## src/rtl/riscv_id_stage_if.sv

```systemverilog
// riscv_id_stage_if: upstream/downstream handshake and decoded-instruction bundle of the decode stage.
interface riscv_id_stage_if #(parameter int XLEN = 32);
    logic            i_valid, o_ready, i_flush, o_valid, i_ready;
    logic [31:0]     i_instr;
    logic [XLEN-1:0] i_pc, o_pc, o_imm_num;
    logic [6:0]      o_opcode, o_funct7;
    logic [2:0]      o_funct3;
    logic [4:0]      o_src1_reg_addr, o_src2_reg_addr, o_dst_reg_addr;
    logic            o_src1_reg_en, o_src2_reg_en, o_dst_reg_en;
    logic            o_jal, o_memory2reg, o_mem_write, o_alures2reg, o_muldiv, o_illegal;
    modport master (
        output i_valid, i_instr, i_pc, i_flush, i_ready,
        input  o_ready, o_valid, o_pc, o_imm_num, o_opcode, o_funct7, o_funct3,
               o_src1_reg_addr, o_src2_reg_addr, o_dst_reg_addr,
               o_src1_reg_en, o_src2_reg_en, o_dst_reg_en,
               o_jal, o_memory2reg, o_mem_write, o_alures2reg, o_muldiv, o_illegal
    );
    modport slave (
        input  i_valid, i_instr, i_pc, i_flush, i_ready,
        output o_ready, o_valid, o_pc, o_imm_num, o_opcode, o_funct7, o_funct3,
               o_src1_reg_addr, o_src2_reg_addr, o_dst_reg_addr,
               o_src1_reg_en, o_src2_reg_en, o_dst_reg_en,
               o_jal, o_memory2reg, o_mem_write, o_alures2reg, o_muldiv, o_illegal
    );
endinterface

```

## src/rtl/riscv_id_stage.sv

```systemverilog
// riscv_id_stage: registered RV32I(+M) decoder with a one-entry skid buffer and load-use stall.
module riscv_id_stage #(
    parameter int XLEN  = 32,
    parameter bit M_EXT = 1'b0
) (
    input logic             i_clk,
    input logic             i_rst,
    riscv_id_stage_if.slave bus
);
    typedef enum logic [1:0] {EMPTY, FULL, SKID, STALL} state_t;
    typedef struct packed {
        logic [6:0]      opcode;
        logic [2:0]      funct3;
        logic [6:0]      funct7;
        logic [4:0]      rs1, rs2, rd;
        logic [XLEN-1:0] imm, pc;
        logic            rs1_en, rs2_en, rd_en, jal, mem2reg, mem_write, alu2reg, muldiv, illegal;
    } dec_t;
    localparam logic [6:0] SH_MASK = (XLEN == 64) ? 7'b1111110 : 7'b1111111;

    state_t          state_q, state_d;
    dec_t            out_q, dec;
    logic [31:0]     skid_instr_q, instr, imm32;
    logic [XLEN-1:0] skid_pc_q;
    logic [6:0]      op, f7, sh_f7;
    logic [2:0]      f3;
    logic            is_lui, is_auipc, is_jal, is_jalr, is_br, is_ld, is_st, is_ali, is_alr;
    logic            alr_bad, ali_bad, illegal, accept, hazard, load, skid_we;

    // The skid entry has priority as decode source so order is preserved
    assign instr    = (state_q == SKID) ? skid_instr_q : bus.i_instr;
    assign op       = instr[6:0];
    assign f3       = instr[14:12];
    assign f7       = instr[31:25];
    assign sh_f7    = f7 & SH_MASK;
    assign is_lui   = op == 7'b0110111;
    assign is_auipc = op == 7'b0010111;
    assign is_jal   = op == 7'b1101111;
    assign is_jalr  = op == 7'b1100111;
    assign is_br    = op == 7'b1100011;
    assign is_ld    = op == 7'b0000011;
    assign is_st    = op == 7'b0100011;
    assign is_ali   = op == 7'b0010011;
    assign is_alr   = op == 7'b0110011;
    assign alr_bad  = is_alr && !(f7 == 7'b0000000 || (M_EXT && f7 == 7'b0000001) ||
                      (f7 == 7'b0100000 && (f3 == 3'b000 || f3 == 3'b101)));
    assign ali_bad  = is_ali && ((f3 == 3'b001 && sh_f7 != 7'd0) ||
                      (f3 == 3'b101 && sh_f7 != 7'd0 && sh_f7 != 7'b0100000));
    assign illegal  = !(is_lui || is_auipc || is_jal || is_jalr || is_br || is_ld || is_st || is_ali || is_alr)
                      || alr_bad || ali_bad;
    assign imm32    = (is_lui || is_auipc)         ? {instr[31:12], 12'b0} :
                      is_jal                       ? {{12{instr[31]}}, instr[19:12], instr[20], instr[30:21], 1'b0} :
                      (is_jalr || is_ld || is_ali) ? {{20{instr[31]}}, instr[31:20]} :
                      is_st                        ? {{20{instr[31]}}, instr[31:25], instr[11:7]} :
                      is_br                        ? {{20{instr[31]}}, instr[7], instr[30:25], instr[11:8], 1'b0} : 32'd0;

    always_comb begin
        dec           = '0;
        dec.opcode    = op;
        dec.funct3    = f3;
        dec.funct7    = f7;
        dec.rs1       = instr[19:15];
        dec.rs2       = instr[24:20];
        dec.rd        = instr[11:7];
        dec.pc        = (state_q == SKID) ? skid_pc_q : bus.i_pc;
        dec.illegal   = illegal;
        dec.imm       = illegal ? '0 : XLEN'($signed(imm32));
        dec.rs1_en    = !illegal && (is_jalr || is_br || is_ld || is_st || is_ali || is_alr);
        dec.rs2_en    = !illegal && (is_br || is_st || is_alr);
        dec.rd_en     = !illegal && (is_lui || is_auipc || is_jal || is_jalr || is_ld || is_ali || is_alr) && instr[11:7] != 5'd0;
        dec.jal       = !illegal && is_jal;
        dec.mem2reg   = !illegal && is_ld;
        dec.mem_write = !illegal && is_st;
        dec.alu2reg   = !illegal && (is_lui || is_auipc || is_ali || is_alr);
        dec.muldiv    = !illegal && is_alr && M_EXT && f7 == 7'b0000001;
    end

    assign bus.o_ready = !i_rst && !bus.i_flush && (state_q == EMPTY || state_q == FULL);
    assign bus.o_valid = !i_rst && (state_q == FULL || state_q == SKID);
    assign accept      = bus.i_valid && bus.o_ready;
    // A load leaving this cycle whose rd feeds the entering instruction forces one bubble
    assign hazard      = bus.o_valid && bus.i_ready && out_q.mem2reg && out_q.rd_en &&
                         ((dec.rs1_en && dec.rs1 == out_q.rd) || (dec.rs2_en && dec.rs2 == out_q.rd));

    always_comb begin
        state_d = state_q;
        load    = 1'b0;
        skid_we = 1'b0;
        if (bus.i_flush) state_d = EMPTY;
        else case (state_q)
            EMPTY: begin
                state_d = accept ? FULL : EMPTY;
                load    = accept;
            end
            FULL: begin
                state_d = bus.i_ready ? (accept ? (hazard ? STALL : FULL) : EMPTY) : (accept ? SKID : FULL);
                load    = bus.i_ready && accept;
                skid_we = !bus.i_ready && accept;
            end
            SKID: begin
                state_d = bus.i_ready ? (hazard ? STALL : FULL) : SKID;
                load    = bus.i_ready;
            end
            default: state_d = FULL;
        endcase
    end

    always_ff @(posedge i_clk) begin
        if (i_rst) begin
            state_q      <= EMPTY;
            out_q        <= '0;
            skid_instr_q <= '0;
            skid_pc_q    <= '0;
        end else begin
            state_q <= state_d;
            if (load) out_q <= dec;
            if (skid_we) begin
                skid_instr_q <= bus.i_instr;
                skid_pc_q    <= bus.i_pc;
            end
        end
    end

    assign bus.o_pc            = out_q.pc;
    assign bus.o_imm_num       = out_q.imm;
    assign bus.o_opcode        = out_q.opcode;
    assign bus.o_funct3        = out_q.funct3;
    assign bus.o_funct7        = out_q.funct7;
    assign bus.o_src1_reg_addr = out_q.rs1;
    assign bus.o_src2_reg_addr = out_q.rs2;
    assign bus.o_dst_reg_addr  = out_q.rd;
    assign bus.o_src1_reg_en   = out_q.rs1_en;
    assign bus.o_src2_reg_en   = out_q.rs2_en;
    assign bus.o_dst_reg_en    = out_q.rd_en;
    assign bus.o_jal           = out_q.jal;
    assign bus.o_memory2reg    = out_q.mem2reg;
    assign bus.o_mem_write     = out_q.mem_write;
    assign bus.o_alures2reg    = out_q.alu2reg;
    assign bus.o_muldiv        = out_q.muldiv;
    assign bus.o_illegal       = out_q.illegal;
endmodule

```

## src/flat_wrapper.sv

```systemverilog
// flat-port wrapper written by rule: the top's interface ports become plain ports
module riscv_id_stage_flat 
#(
    parameter int XLEN  = 32,
    parameter bit M_EXT = 1'b0
)
  (i_clk, i_rst, bus_i_valid, bus_i_instr, bus_i_pc, bus_i_flush, bus_i_ready, bus_o_ready, bus_o_valid, bus_o_pc, bus_o_imm_num, bus_o_opcode, bus_o_funct7, bus_o_funct3, bus_o_src1_reg_addr, bus_o_src2_reg_addr, bus_o_dst_reg_addr, bus_o_src1_reg_en, bus_o_src2_reg_en, bus_o_dst_reg_en, bus_o_jal, bus_o_memory2reg, bus_o_mem_write, bus_o_alures2reg, bus_o_muldiv, bus_o_illegal);
  riscv_id_stage_if #(.XLEN(XLEN)) bus_i ();
  input logic i_clk;
  input logic i_rst;
  input wire logic [$bits(bus_i.i_valid)-1:0] bus_i_valid;
  input wire logic [$bits(bus_i.i_instr)-1:0] bus_i_instr;
  input wire logic [$bits(bus_i.i_pc)-1:0] bus_i_pc;
  input wire logic [$bits(bus_i.i_flush)-1:0] bus_i_flush;
  input wire logic [$bits(bus_i.i_ready)-1:0] bus_i_ready;
  output wire logic [$bits(bus_i.o_ready)-1:0] bus_o_ready;
  output wire logic [$bits(bus_i.o_valid)-1:0] bus_o_valid;
  output wire logic [$bits(bus_i.o_pc)-1:0] bus_o_pc;
  output wire logic [$bits(bus_i.o_imm_num)-1:0] bus_o_imm_num;
  output wire logic [$bits(bus_i.o_opcode)-1:0] bus_o_opcode;
  output wire logic [$bits(bus_i.o_funct7)-1:0] bus_o_funct7;
  output wire logic [$bits(bus_i.o_funct3)-1:0] bus_o_funct3;
  output wire logic [$bits(bus_i.o_src1_reg_addr)-1:0] bus_o_src1_reg_addr;
  output wire logic [$bits(bus_i.o_src2_reg_addr)-1:0] bus_o_src2_reg_addr;
  output wire logic [$bits(bus_i.o_dst_reg_addr)-1:0] bus_o_dst_reg_addr;
  output wire logic [$bits(bus_i.o_src1_reg_en)-1:0] bus_o_src1_reg_en;
  output wire logic [$bits(bus_i.o_src2_reg_en)-1:0] bus_o_src2_reg_en;
  output wire logic [$bits(bus_i.o_dst_reg_en)-1:0] bus_o_dst_reg_en;
  output wire logic [$bits(bus_i.o_jal)-1:0] bus_o_jal;
  output wire logic [$bits(bus_i.o_memory2reg)-1:0] bus_o_memory2reg;
  output wire logic [$bits(bus_i.o_mem_write)-1:0] bus_o_mem_write;
  output wire logic [$bits(bus_i.o_alures2reg)-1:0] bus_o_alures2reg;
  output wire logic [$bits(bus_i.o_muldiv)-1:0] bus_o_muldiv;
  output wire logic [$bits(bus_i.o_illegal)-1:0] bus_o_illegal;
  assign bus_i.i_valid = bus_i_valid;
  assign bus_i.i_instr = bus_i_instr;
  assign bus_i.i_pc = bus_i_pc;
  assign bus_i.i_flush = bus_i_flush;
  assign bus_i.i_ready = bus_i_ready;
  assign bus_o_ready = bus_i.o_ready;
  assign bus_o_valid = bus_i.o_valid;
  assign bus_o_pc = bus_i.o_pc;
  assign bus_o_imm_num = bus_i.o_imm_num;
  assign bus_o_opcode = bus_i.o_opcode;
  assign bus_o_funct7 = bus_i.o_funct7;
  assign bus_o_funct3 = bus_i.o_funct3;
  assign bus_o_src1_reg_addr = bus_i.o_src1_reg_addr;
  assign bus_o_src2_reg_addr = bus_i.o_src2_reg_addr;
  assign bus_o_dst_reg_addr = bus_i.o_dst_reg_addr;
  assign bus_o_src1_reg_en = bus_i.o_src1_reg_en;
  assign bus_o_src2_reg_en = bus_i.o_src2_reg_en;
  assign bus_o_dst_reg_en = bus_i.o_dst_reg_en;
  assign bus_o_jal = bus_i.o_jal;
  assign bus_o_memory2reg = bus_i.o_memory2reg;
  assign bus_o_mem_write = bus_i.o_mem_write;
  assign bus_o_alures2reg = bus_i.o_alures2reg;
  assign bus_o_muldiv = bus_i.o_muldiv;
  assign bus_o_illegal = bus_i.o_illegal;
  riscv_id_stage #(.XLEN(XLEN), .M_EXT(M_EXT)) u_core (.i_clk(i_clk), .i_rst(i_rst), .bus(bus_i));
endmodule
```

## config.mk

```make
export PLATFORM = sky130hd
export DESIGN_NAME = riscv_id_stage_flat
export DESIGN_NICKNAME = d
export VERILOG_FILES = /design/src/rtl/riscv_id_stage_if.sv /design/src/rtl/riscv_id_stage.sv /design/src/flat_wrapper.sv
export SDC_FILE = /design/constraint.sdc
export NUM_CORES = 1
export LEC_CHECK = 0
export CAP_MARGIN = 25
export CELL_PAD_IN_SITES_DETAIL_PLACEMENT = 1
export CELL_PAD_IN_SITES_GLOBAL_PLACEMENT = 1
export CORE_ASPECT_RATIO = 1.2
export CORE_UTILIZATION = 40
export DETAILED_ROUTE_END_ITERATION = 16
export PLACE_DENSITY = 0.88
export SYNTH_ARGS = -nofsm -noshare
export SYNTH_HDL_FRONTEND = slang
export SYNTH_SLANG_ARGS = --single-unit
export TNS_END_PERCENT = 30
```

## constraint.sdc

```tcl
create_clock -name i_clk -period 6.37 [get_ports i_clk]
set_clock_uncertainty 0.2 [all_clocks]
set_input_delay 0.9555 -clock i_clk [delete_from_list [all_inputs] [get_ports i_clk]]
set_output_delay 0.9555 -clock i_clk [all_outputs]
set_load 0.01 [all_outputs]
```

# Yosys cells after proc, flatten, opt, wreduce, memory -nomap -nowiden
# Cells that the tools add are included.
[word_totals]
reg_bits = 170
output_inout_bits = 107
word_cells = 123
[op_classes]
n_eq_ne = 17
mux = 19
n_reduce_logical = 68
[ops]
columns = ["operator", "n"]
rows = [
  ["$mux W32", 8],
  ["$logic_or A1 B1 Y1", 30],
  ["$eq A7 B6 Y1 const B", 4],
  ["$logic_and A1 B1 Y1", 26],
  ["$eq A7 B7 Y1 const B", 3],
  ["$eq A7 B5 Y1 const B", 2],
  ["$eq A5 B5 Y1", 2],
  ["$mux W2", 5],
  ["$eq A7 B2 Y1 const B", 1],
  ["$logic_not A7 Y1", 1],
  ["$ne A7 B6 Y1 const B", 1],
  ["$reduce_bool A7 Y1", 1],
  ["$logic_not A1 Y1", 6],
  ["$pmux W2 S3", 1],
  ["$reduce_bool A5 Y1", 1],
  ["$mux W1", 4],
  ["$eq A3 B1 Y1 const B", 1],
  ["$eq A3 B3 Y1 const B", 1],
  ["$logic_not A3 Y1", 1],
  ["$pmux W1 S3", 1],
  ["$eq A2 B1 Y1 const B", 1],
  ["$eq A2 B2 Y1 const B", 1],
  ["$logic_not A2 Y1", 1],
  ["$reduce_or A2 Y1", 1],
]

# Logic depth before layout (Yosys ltp)
[depth]
word_depth = 23
depth_mapped = 14
ltp_nobuf = 12

# Worst setup path before layout
# No wires, ideal clock.
[synth_path]
path_kind = "input to register"
from = "input port i_rst"
to = "register u_core.out_q (netlist bit u_core.bus.o_src2_reg_addr[0])"
setup_time_ns = 0.086
arrival_time_ns = 3.269
required_time_ns = 6.084
slack_ns = 2.816
cell_stages = 13
path_buffers = 5
cell_sequence = "clkbuf_1 > clkbuf_1 > nor3_1 > and2_1 > ha_1 > nand2_1 > o311ai_0 > and2_1 > buf_2 > clkbuf_1 > clkbuf_1 > nor2_1 > a211oi_1"
[synth_via]
elab_chain_cells = 7
[synth_rtl]
columns = ["item", "line_no", "rtl"]
rows = [
  ["start, declared", "flat_wrapper.sv:10", "input logic i_rst;"],
  ["$logic_not A1 Y1 (*)", "riscv_id_stage.sv:78", "assign bus.o_ready = !i_rst && !bus.i_flush && (state_q == EMPTY || state_q == FULL);"],
  ["$logic_and A1 B1 Y1 (*) (2 in series)", "riscv_id_stage.sv:78", ""],
  ["via bus_o_ready", "flat_wrapper.sv:16", "output wire logic [$bits(bus_i.o_ready)-1:0] bus_o_ready;"],
  ["$logic_and A1 B1 Y1 (*)", "riscv_id_stage.sv:80", "assign accept = bus.i_valid && bus.o_ready;"],
  ["$logic_and A1 B1 Y1", "riscv_id_stage.sv:97", "load = bus.i_ready && accept;"],
  ["$pmux W1 S3 (*)", "riscv_id_stage.sv:90", "else case (state_q)"],
  ["$mux W1 (*)", "riscv_id_stage.sv:89", "if (bus.i_flush) state_d = EMPTY;"],
  ["end signal, assigned", "riscv_id_stage.sv:111", "out_q <= '0;"],
  ["end signal, assigned", "riscv_id_stage.sv:116", "if (load) out_q <= dec;"],
  ["end, declared", "riscv_id_stage.sv:22", "dec_t out_q, dec;"],
]
# The timed path passes the listed nets; every way through them passes the cells marked *.
# A chain may end at the register's enable or synchronous reset.

# Worst setup path in the final report
[layout_path]
from = "input port bus_i_flush"
to = "register u_core.out_q (netlist bit u_core.bus.o_imm_num[22])"
[layout_via]
elab_chain_cells = 7
[layout_rtl]
columns = ["item", "line_no", "rtl"]
rows = [
  ["start, declared", "flat_wrapper.sv:14", "input wire logic [$bits(bus_i.i_flush)-1:0] bus_i_flush;"],
  ["$logic_not A1 Y1", "riscv_id_stage.sv:78", ""],
  ["$logic_and A1 B1 Y1 (2 in series)", "riscv_id_stage.sv:78", ""],
  ["$logic_and A1 B1 Y1", "riscv_id_stage.sv:80", ""],
  ["$logic_and A1 B1 Y1", "riscv_id_stage.sv:97", ""],
  ["$pmux W1 S3", "riscv_id_stage.sv:90", ""],
  ["$mux W1 (*)", "riscv_id_stage.sv:89", ""],
]
# Every way passes the cells marked *; elsewhere a longest branch is shown, timed or not.

==> summary.txt <==
Clock tree
  – Maximum level of the CTS H-tree: 4
  – Post-CTS Hold Fix Bufs: 0
  – Clock-pin slew of the registers on the worst-case setup and hold paths: 0.07 ns
  – Post_cts resized: 0
  – Sinks on Clock Net: 170
  – Post-CTS Repair Setup Buffers: 0
  – Clock tree from TritonCTS: yes
  – Clock Path Buffers: 2
  – Clk_lat worst skew: 0.43 ns
  – Clock buffers created by TritonCTS: 17
  – Cell chosen for the clock root: sky130_fd_sc_hd__clkbuf_16

Timing
  – Highest Clock Rate: 234.2 MHz
  – Setup repair after global routing missed its margin: false
  – Sum of negative setup slack: 0 ns
  – Smallest hold slack: 0.2560 ns
  – Relative slew slack: 33.89%
  – Period utilisation layout: 67.03%
  – Min Tclk post-route: 4.270 ns
  – Worst-margin pin slew: 0.9893 ns
  – Slew Viols, Final: 0
  – Number of setup violations in the final report: 0
  – Endpoints failing hold: 0

Yosys
  – Synthesized Nets: 958
  – Sequential fraction of the synthesis area: 45.10%
  – Post-synth top area share: 45.10%
  – Number of cells produced by synthesis: 883
  – Largest cells by area after synthesis: sky130_fd_sc_hd__dfxtp_1, sky130_fd_sc_hd__mux2i_1, sky130_fd_sc_hd__nand2_1
  – Count of warnings emitted by yosys: 0
  – Mapped Avg Cell Area: 8.546 sq um
  – Register bit count reported by yosys: 170
  – Post-Synthesis Cell Area: 7546 sq um
  – Fraction of registers with async set or reset after synthesis: 0%
  – Number of distinct library cell variants in the gate-level netlist after synthesis: 61
  – Leading area contributor after synthesis: sky130_fd_sc_hd__dfxtp_1
  – Number of enable flip-flop cells after synthesis: 0
  – Leading post-synthesis cells by instance count: sky130_fd_sc_hd__dfxtp_1, sky130_fd_sc_hd__nand2_1, sky130_fd_sc_hd__nor2_1
  – Most frequently used cell type in the post-synthesis netlist: sky130_fd_sc_hd__dfxtp_1
  – Most used DFF post-synth: sky130_fd_sc_hd__dfxtp_1

Global route
  – Top Usage Layer GRT: met2
  – Maximum number of pins on one net before global-route repair: 84
  – GR Layer Usage met1: 28.71%
  – Congestion Overflow GR: 0
  – Number of antenna violations at the first check in global routing: 0
  – Gr usage total: 25.96%
  – GRT met2 Usage: 46.60%
  – Met3 Resource Use GR: 6.461%
  – First-pass GRT wire length: 39.30 mm
  – Number of global-route vias before repair: 7445

Layout
  – Sequential cell area: 3403 sq um
  – Fill cell instance count of the final layout: 2132
  – Layout cells sized above 1: 5.739%
  – Post-route non-filler standard cell count: 1280
  – Synthesis-to-layout area growth: 32.10%
  – Area of the multi-input gates: 3834 sq um
  – Final antenna diode count: 0
  – Nets@finish: 1090

Pwr
  – Power spent charging and discharging nets: 587.2 uW
  – Total internal power: 1.764 mW
  – Switching Share: 24.98%
  – Power density of the placed cells: 235.8 nW/um^2
  – Worst vdd rail ir drop: 176.8 uV
  – Sequential share of power: 46.4%
  – Leakage power: 3.176 nW
  – Proportion of power drawn by the clock network: 44.4%
  – Share of power burned in combinational logic: 9.2%

Min path
  – Depth of the worst hold-timing path: 2
  – Class of the most critical hold timing path: reg -> reg

Worst setup path
  – End of the worst register-to-register path: u_core.bus.o_imm_num[22]
  – Reg-to-Reg Start: u_core.state_q[0]
  – Launch point of the worst path: bus_i_flush
  – Worst Setup EP: u_core.bus.o_imm_num[22]
  – Highest fanout seen on the critical path: 22
  – Kind of start point of the critical path: input pin
  – R2r worst-path depth: 9
  – Critical path required time: 6.50 ns
  – Arrival time worst endpoint: 4.40 ns
  – Element type at the critical path end: flop
  – Worst setup path category: in -> reg
  – Flop2flop setup slack: 2.42 ns

Routing
  – Vias after detailed routing: 7059
  – Total wire length: 24.65 mm
  – Wire per inst: 19.26 um
  – Number of detailed-routing iterations run before antenna repair: 5
  – DRC Markers: 0
  – DRT iter0 DRCs: 360
  – Count of nets left with antenna violations after detail routing: 0
  – Mean number of vias per cell: 5.515

Die
  – Overall die area: 19420 sq um
  – Core region area: 18310 sq um
  – Number of primary I/O pins: 176
  – Initial core utilization: 41.21%
  – FP Rows: 54
  – Die boundary width: 127.4 um
  – Die Y-Extent: 152.5 um

Place
  – Count of port buffers added during placement: 174
  – Cell count after placement: 1248
  – Gp weighted congestion: 0.9021
  – Final HPWL DP: 17.17 mm

Flow run
  – Max-Cap Viols: 0

Run status
  – Outcome: completed
flip-flops by register name, summed over array words and instances, names as in the netlist, 7 cells and up:
| signal | count |
|---|---|
| u_core.bus.o_funct7 | 7 |
| u_core.bus.o_imm_num | 32 |
| u_core.bus.o_opcode | 7 |
| u_core.bus.o_pc | 32 |
| u_core.skid_instr_q | 32 |
| u_core.skid_pc_q | 32 |
power by group through the flow:
stage | logic (mW) | registers (mW) | clock network (mW)
floorplan | 0.0919 | 1.12 | 0
global placement | 0.207 | 1.11 | 0
detailed placement | 0.214 | 1.11 | 0
CTS | 0.217 | 1.09 | 1.06
global route | 0.233 | 1.09 | 1.10
finish | 0.216 | 1.09 | 1.04
placed cells by master (no fill, tap or decap), drive strengths merged, types with 5 or more instances in the layout:
master	n
a22o	11
ha	6
nor2	88
mux2i	61
clkdlybuf4s50	173
clkinv	6
o21ai	23
a211oi	65
nand3	8
nand2	161
mux2	6
nor2b	12
buf	8
a2111oi	5
xor2	5
clkbuf	17
a21oi	82
dfxtp	170
nor3	15
xnor2	7
o31ai	10
nand3b	15
inv	16
nand4	6
area by class of cell:
class	count	area share (%)
multi-input combinational	635	38.46
sequential	170	34.14
timing repair buffer	181	17.97
inverter	10	0.3766
clock buffer	17	4.268
tap	252	3.163
clock inverter	15	1.619
cell families (layout without fill, tap and decap cells):
family / count (synthesis) / in the layout / synth area share [%]
buffers and inverters: 78 / 223 / 4.394
AO/OA/AOI/OAI: 222 / 222 / 19.88
XOR/XNOR: 12 / 12 / 1.393
adder cells (fa/ha/maj): 6 / 6 / 0.9948
other: 1 / 1 / 0.04970
AND/OR/NAND/NOR: 327 / 327 / 19.20
multiplexers: 67 / 67 / 8.987
flip-flops: 170 / 170 / 45.10
per-stage QoR:
| stage | total power [mW] | worst slack (ns) | area [sq um] | utilization (%) |
|---|---|---|---|---|
| floorplan | 1.211 | 2.816 | 7546 | - |
| global placement | 1.322 | 2.053 | 9382 | 51.24 |
| detailed placement | 1.328 | 1.759 | 9382 | 51.24 |
| CTS | 2.369 | 2.142 | 9968 | 54.44 |
| global route | 2.429 | 1.870 | 9968 | 54.44 |
| finish | 2.351 | 2.100 | 9968 | 54.44 |
critical path, cell delays in order:
cell and delay, ns:
sky130_fd_sc_hd__clkdlybuf4s50_1 0.55, sky130_fd_sc_hd__nor3_1 0.28, sky130_fd_sc_hd__and2_1 0.20, sky130_fd_sc_hd__ha_1 0.15, sky130_fd_sc_hd__nand2_1 0.05, sky130_fd_sc_hd__o311ai_0 0.20
sky130_fd_sc_hd__nand2_1 0.68, sky130_fd_sc_hd__a2111oi_4 0.53, sky130_fd_sc_hd__nand3_1 0.43, sky130_fd_sc_hd__o21ai_0 0.37
metal layers:
metal | wire length (um) | part of all wire, %
met5 | 0 | 0
met4 | 819 | 3.3
met3 | 1418 | 5.8
met2 | 12490 | 51
met1 | 9925 | 40
how the worst min path moves through the flow:
stage | from | to
2_1_floorplan | u_core.skid_instr_q[21] | u_core.skid_instr_q[21]
3_3_place_gp | u_core.skid_instr_q[21] | u_core.skid_instr_q[21]
3_5_place_dp | u_core.skid_pc_q[26] | u_core.skid_pc_q[26]
4_1_cts | u_core.skid_pc_q[26] | u_core.skid_pc_q[26]
5_1_grt | u_core.skid_pc_q[31] | u_core.skid_pc_q[31]
6_report | u_core.skid_pc_q[26] | u_core.skid_pc_q[26]
Power figures use the tool's default switching activity.
